**src/rtl/key_press_encoder.sv**
```systemverilog
// key_press_encoder: synchronizes and debounces the four active-low push
// buttons, turns each accepted press into a single event and holds that event
// in a one-entry valid/ready buffer for the game FSM.
module key_press_encoder #(
  parameter int DEBOUNCE_CYCLES = 1_000_000,
  parameter int CNT_W           = 20
) (
  input  logic       CLOCK_50,
  input  logic       RST_N,
  input  logic [3:0] KEY,
  input  logic       press_ready,
  input  logic       overflow_clr,
  output logic       press_valid,
  output logic [1:0] press_idx,
  output logic [3:0] press_onehot_n,
  output logic [3:0] held,
  output logic       multi_press,
  output logic       overflow
);

  localparam logic [CNT_W-1:0] CNT_MAX  = CNT_W'(DEBOUNCE_CYCLES - 1);
  localparam logic [CNT_W-1:0] CNT_ZERO = {CNT_W{1'b0}};
  localparam logic [CNT_W-1:0] CNT_ONE  = {{(CNT_W-1){1'b0}}, 1'b1};

  typedef enum logic {
    BUF_EMPTY = 1'b0,
    BUF_FULL  = 1'b1
  } buf_state_t;

  // Lowest set bit wins when several keys are accepted together.
  function automatic logic [1:0] lowest_idx(input logic [3:0] v);
    logic [1:0] idx;
    if (v[0]) begin
      idx = 2'd0;
    end else if (v[1]) begin
      idx = 2'd1;
    end else if (v[2]) begin
      idx = 2'd2;
    end else begin
      idx = 2'd3;
    end
    return idx;
  endfunction

  // True when two or more bits of v are set.
  function automatic logic several_set(input logic [3:0] v);
    return (v & (v - 4'd1)) != 4'd0;
  endfunction

  logic [3:0]       sync1_r;
  logic [3:0]       sync2_r;
  logic [3:0]       db_r;
  logic [CNT_W-1:0] cnt_r [4];
  logic [3:0]       fall_s;
  logic             any_fall_s;
  logic [1:0]       win_idx_s;
  buf_state_t       state_r;
  buf_state_t       state_next_s;
  logic [1:0]       idx_r;
  logic [1:0]       idx_next_s;
  logic             drop_s;
  logic             overflow_r;

  // Two-flop synchronizer; released (1) is the safe reset level.
  always_ff @(posedge CLOCK_50 or negedge RST_N) begin
    if (!RST_N) begin
      sync1_r <= 4'b1111;
      sync2_r <= 4'b1111;
    end else begin
      sync1_r <= KEY;
      sync2_r <= sync1_r;
    end
  end

  // Per-key debounce: a new level must persist DEBOUNCE_CYCLES cycles.
  always_ff @(posedge CLOCK_50 or negedge RST_N) begin
    if (!RST_N) begin
      db_r <= 4'b1111;
      for (int i = 0; i < 4; i++) begin
        cnt_r[i] <= CNT_ZERO;
      end
    end else begin
      for (int i = 0; i < 4; i++) begin
        if (sync2_r[i] == db_r[i]) begin
          cnt_r[i] <= CNT_ZERO;
        end else if (cnt_r[i] == CNT_MAX) begin
          db_r[i]  <= sync2_r[i];
          cnt_r[i] <= CNT_ZERO;
        end else begin
          cnt_r[i] <= cnt_r[i] + CNT_ONE;
        end
      end
    end
  end

  // Press detection: debounced level about to be accepted 1 -> 0.
  always_comb begin
    fall_s = 4'b0000;
    for (int i = 0; i < 4; i++) begin
      fall_s[i] = db_r[i] & ~sync2_r[i] & (cnt_r[i] == CNT_MAX);
    end
  end

  assign any_fall_s  = |fall_s;
  assign win_idx_s   = lowest_idx(fall_s);
  assign multi_press = several_set(fall_s);

  // Event buffer state and index registers.
  always_ff @(posedge CLOCK_50 or negedge RST_N) begin
    if (!RST_N) begin
      state_r <= BUF_EMPTY;
      idx_r   <= 2'd0;
    end else begin
      state_r <= state_next_s;
      idx_r   <= idx_next_s;
    end
  end

  // Buffer next state: load, hand over back-to-back, or drop when full.
  always_comb begin
    state_next_s = state_r;
    idx_next_s   = idx_r;
    drop_s       = 1'b0;
    case (state_r)
      BUF_EMPTY: begin
        if (any_fall_s) begin
          state_next_s = BUF_FULL;
          idx_next_s   = win_idx_s;
        end else begin
          state_next_s = BUF_EMPTY;
        end
      end
      BUF_FULL: begin
        if (press_ready) begin
          if (any_fall_s) begin
            state_next_s = BUF_FULL;
            idx_next_s   = win_idx_s;
          end else begin
            state_next_s = BUF_EMPTY;
          end
        end else if (any_fall_s) begin
          drop_s = 1'b1;
        end else begin
          state_next_s = BUF_FULL;
        end
      end
      default: begin
        state_next_s = BUF_EMPTY;
        idx_next_s   = 2'd0;
      end
    endcase
  end

  // Sticky overflow; a drop in the clearing cycle keeps it set.
  always_ff @(posedge CLOCK_50 or negedge RST_N) begin
    if (!RST_N) begin
      overflow_r <= 1'b0;
    end else if (drop_s) begin
      overflow_r <= 1'b1;
    end else if (overflow_clr) begin
      overflow_r <= 1'b0;
    end else begin
      overflow_r <= overflow_r;
    end
  end

  assign press_valid    = (state_r == BUF_FULL);
  assign press_idx      = idx_r;
  assign press_onehot_n = press_valid ? ~(4'b0001 << idx_r) : 4'b1111;
  assign held           = ~db_r;
  assign overflow       = overflow_r;

endmodule

```
**config.mk**
```make
export PLATFORM = sky130hd
export DESIGN_NAME = key_press_encoder
export DESIGN_NICKNAME = d
export VERILOG_FILES = /design/src/rtl/key_press_encoder.sv
export SDC_FILE = /design/constraint.sdc
export NUM_CORES = 1
export LEC_CHECK = 0
export CELL_PAD_IN_SITES_DETAIL_PLACEMENT = 2
export CELL_PAD_IN_SITES_GLOBAL_PLACEMENT = 2
export CORE_ASPECT_RATIO = 1.25
export CORE_MARGIN = 2
export CORE_UTILIZATION = 39
export DETAILED_ROUTE_END_ITERATION = 12
export PLACE_DENSITY_LB_ADDON = 0.1
export SYNTH_ARGS = -nofsm -noshare
export SYNTH_HDL_FRONTEND = slang
export SYNTH_SLANG_ARGS = --single-unit
```
**constraint.sdc**
```tcl
create_clock -name CLOCK_50 -period 2.5 [get_ports CLOCK_50]
set_clock_uncertainty 0.2 [all_clocks]
set_input_delay 0.625 -clock CLOCK_50 [delete_from_list [all_inputs] [get_ports CLOCK_50]]
set_output_delay 0.625 -clock CLOCK_50 [all_outputs]
set_load 0.02 [all_outputs]
```
==> results.cfg <==
[worst_setup_path]
timing.critical_path.buf_inv = 2
timing.critical_path.fanout_max = 3
type_of_the_setup_path_with_the_least_slack = reg2out
cp_launch_point = cnt_r[72]
timing.critical_path.cells = or4b_4 -> nor4_4 -> buf_4 -> and3_4 -> a211oi_4 -> nor2_4 -> buf_6
critPathSlowestCell = sky130_fd_sc_hd__or4b_4
worst_r2r_startpoint = cnt_r[61]
cp_slowest_stage_delay_ns = 0.56
setup.worst_path.start_class = register
worstRegToRegCells = 8
crit_required_ns = 1.67
crit_arrival_ns = 2.26
critical_path_depth = 7
timing.critical_path.to_type = primary output
worst_path_dominant_cell_family = simple AND/OR/NAND/NOR gates

[place]
gp_congestion = 0.8358
dp_hpwl_um = 10570
number_of_i_o_port_buffers = 20
placed_cell_area_um2 = 5883
place.detailed.instances = 752

[synthesis]
dominant_combinational_cell_family_by_area_after_synthesis = simple AND/OR/NAND/NOR gates
number_of_synthesized_flops_with_an_enable_pin = 0
yosys_warnings = 0
synthAdderAreaFrac_pct = 2.157
synthFlopType = sky130_fd_sc_hd__dfrtp_1
synth_compound_gate_area_share_pct = 2.103
synth_simple_gate_area_share_pct = 26.45
muxShareOfSynthArea_pct = 0.4314
netlist_instances = 464
netlist-cell-type-count = 41
synthArstFlopShare_pct = 100.0
postSynthNetCount = 480
synth_xor_xnor_area_share_pct = 13.59
mappedNetlistArea_um2 = 4641
synth.avg_cell_area_um2 = 10.00
ys_seq_area_share_pct = 52.09
postSynthRegisterBits = 96

[global_routing]
grt_max_degree = 42
grt_first_pass_wirelength_um = 29130
gr-usage-all-layers_pct = 30.92
globalRouteOverflowTotal = 0
initial_antenna_violation_count = 0
grt_pass1_vias = 4972

[routing]
first_iter_violations = 157
dr_total_vias = 4128
detail_route.drc_violations = 0
route.detailed.wl_per_inst_um = 23.75
drtAntennaViolNets = 0
route.detailed.vias_per_inst = 5.347
dr.pass1.iters = 4
detail_route.wirelength_um = 18330

[clock_tree]
cts_inserted_buffers = 9
root_cell_of_the_clock_tree = sky130_fd_sc_hd__clkbuf_16
cts_buffer_depth = 2
worst_skew_pair.late_latency_ns = 0.36
clk_pin_slew_worst_paths_ns = 0.08
tritoncts = done
postCtsHoldBufs = 0
clock_tree.htree_level_count = 3
clock-sinks = 96

[final_layout]
layout_overhead_on_the_synthesized_area_pct = 36.88
final_cell_count_no_fill = 772
mostFrequentLayoutCell = sky130_fd_sc_hd__buf_4
drive_gt1_share_pct = 27.99
antennaDiodeCount = 0
design.final.nets = 622
fin_util_pct = 54.69
leading_cell_types_in_the_layout_fill_and_taps_excluded = 120 x sky130_fd_sc_hd__buf_4, 93 x sky130_fd_sc_hd__nor2_1, 84 x sky130_fd_sc_hd__dfrtp_1
postLayoutCellArea_um2 = 6352
final.fill_count = 1146

[floorplanning]
horiz_die_dim_um = 101.6
pin_count = 21
design.die.area_um2 = 12790
die_height_um = 126.0
design.core.area_um2 = 11620
standard_cell_row_count = 44
initial_core_util_pct = 39.95

[power_and_ir_drop]
leakage_uw = 0.002825
ir_drop_mv = 0.3558
power.density_cell_area_nw_per_um2 = 527.8

[sta]
grt_setup_unrepaired = yes
timing_max_transition_violations_final = 0
timing.final.ws_setup_ns = -0.5825
worst_pin_slew_ns = 0.6729
clock.fmax_ghz = 0.3244
hold_violations = 0
final_min_period_over_clock_period_pct = 123.3
finalCriticalPeriod_ns = 3.083
timing.final.setup_violations = 1
slew_headroom_pct = 54.79

[status]
violations_in_the_final_reports = setup timing
result_of_the_run = finished with violations

[worst_hold_path]
worst_hold_path_type = in2async

[flow_run]
maxCapViolations = 0
## Yosys cell counts, types with 3 or more instances
master	instances	area share (%)
sky130_fd_sc_hd__o21ai_0	3	0.32
sky130_fd_sc_hd__nand2_1	34	2.8
sky130_fd_sc_hd__nand3_1	30	3.2
sky130_fd_sc_hd__dfstp_2	12	6.8
sky130_fd_sc_hd__nor4bb_1	3	0.65
sky130_fd_sc_hd__nor2b_1	3	0.40
sky130_fd_sc_hd__xnor2_1	34	6.4
sky130_fd_sc_hd__and3_1	9	1.2
sky130_fd_sc_hd__dfrtp_1	84	45
sky130_fd_sc_hd__nor4_2	3	0.81
sky130_fd_sc_hd__or4b_1	4	0.86
sky130_fd_sc_hd__nor4_1	11	1.5
sky130_fd_sc_hd__nand4_1	14	1.9
sky130_fd_sc_hd__xor2_1	38	7.2
sky130_fd_sc_hd__and4_1	9	1.7
sky130_fd_sc_hd__nor3_1	10	1.1
sky130_fd_sc_hd__buf_2	4	0.43
sky130_fd_sc_hd__nand2b_1	3	0.40
sky130_fd_sc_hd__ha_1	8	2.2
sky130_fd_sc_hd__inv_1	21	1.7
sky130_fd_sc_hd__nor2_1	94	7.6
sky130_fd_sc_hd__buf_4	3	0.49
## kinds of logic (layout without fill, tap and decap cells)
| logic type | after synthesis | in the layout |
|---|---|---|
| xor+xnor | 72 | 72 |
| buf+inv | 31 | 178 |
| fa+ha+maj | 8 | 8 |
| compound gates | 14 | 14 |
| flops | 96 | 96 |
| mux | 2 | 2 |
| simple gates | 241 | 241 |
## sequential cells by signal (all words and copies together) (netlist names)
name,flops
cnt_r,80
db_r,4
overflow,1
press_idx,2
press_valid,1
sync1_r,4
sync2_r,4
## report_power, final
part / internal (uW) / switching [uW]
Clock: 909 / 676
Sequential: 1580 / 15.6
Combinational: 65.8 / 106
## metrics by stage
step	TNS [ns]	power [uW]	hold slack, ns	setup slack (ns)
2_1_floorplan	0	1677	0.1294	0.002536
3_3_place_gp	-0.6334	1767	0.1465	-0.6334
3_5_place_dp	-0.7728	1784	0.1505	-0.7728
4_1_cts	-0.5634	3367	0.08539	-0.5634
5_1_grt	-0.5976	3447	0.1022	-0.5976
6_report	-0.5825	3353	0.06858	-0.5825
## worst paths after layout
kind	end	slack (ns)
max reg2reg	overflow	0.10
min reg2reg	sync2_r[2]	0.17
min	cnt_r[4]	0.07
min in group CLOCK_50	sync2_r[2]	0.17
max	multi_press	-0.58
max in group asynchronous	sync2_r[3]	1.29
## worst register-to-register path, cell delays in order (launching register included)
cell                      delay [ns]
sky130_fd_sc_hd__dfrtp_1        0.41
sky130_fd_sc_hd__ha_1           0.22
sky130_fd_sc_hd__nand2_1        0.14
sky130_fd_sc_hd__nor4_2         0.09
sky130_fd_sc_hd__buf_4          0.15
sky130_fd_sc_hd__and3_4         0.20
sky130_fd_sc_hd__buf_4          0.15
sky130_fd_sc_hd__nor4_1         0.48
sky130_fd_sc_hd__o22ai_1        0.20
## routing by layer
metal,track usage (%),share of wire (%),vias to the layer above
li1,-,-,1839
met1,34.80,38,2157
met2,55.88,56,85
met3,5.161,2.3,47
met4,14.07,4.3,0
met5,0,0,-
## cell type report
type / count / area, um^2 / share of cell area [%]
well taps: 161 / 201.4 / 3.171
clock inverters: 6 / 91.34 / 1.438
flip-flops and latches: 96 / 2417 / 38.05
clock buffers: 10 / 239.0 / 3.762
repair buffers: 141 / 1131 / 17.81
multi-input cells: 337 / 2193 / 34.53
inverters: 21 / 78.83 / 1.241
## timing repair
action	in CTS	in global routing
setup buffers	3	1
resized for setup	22	4
endpoints found under the setup margin	2	1
pin swaps	4	3
No activity file was read; power rests on OpenSTA's default activity.
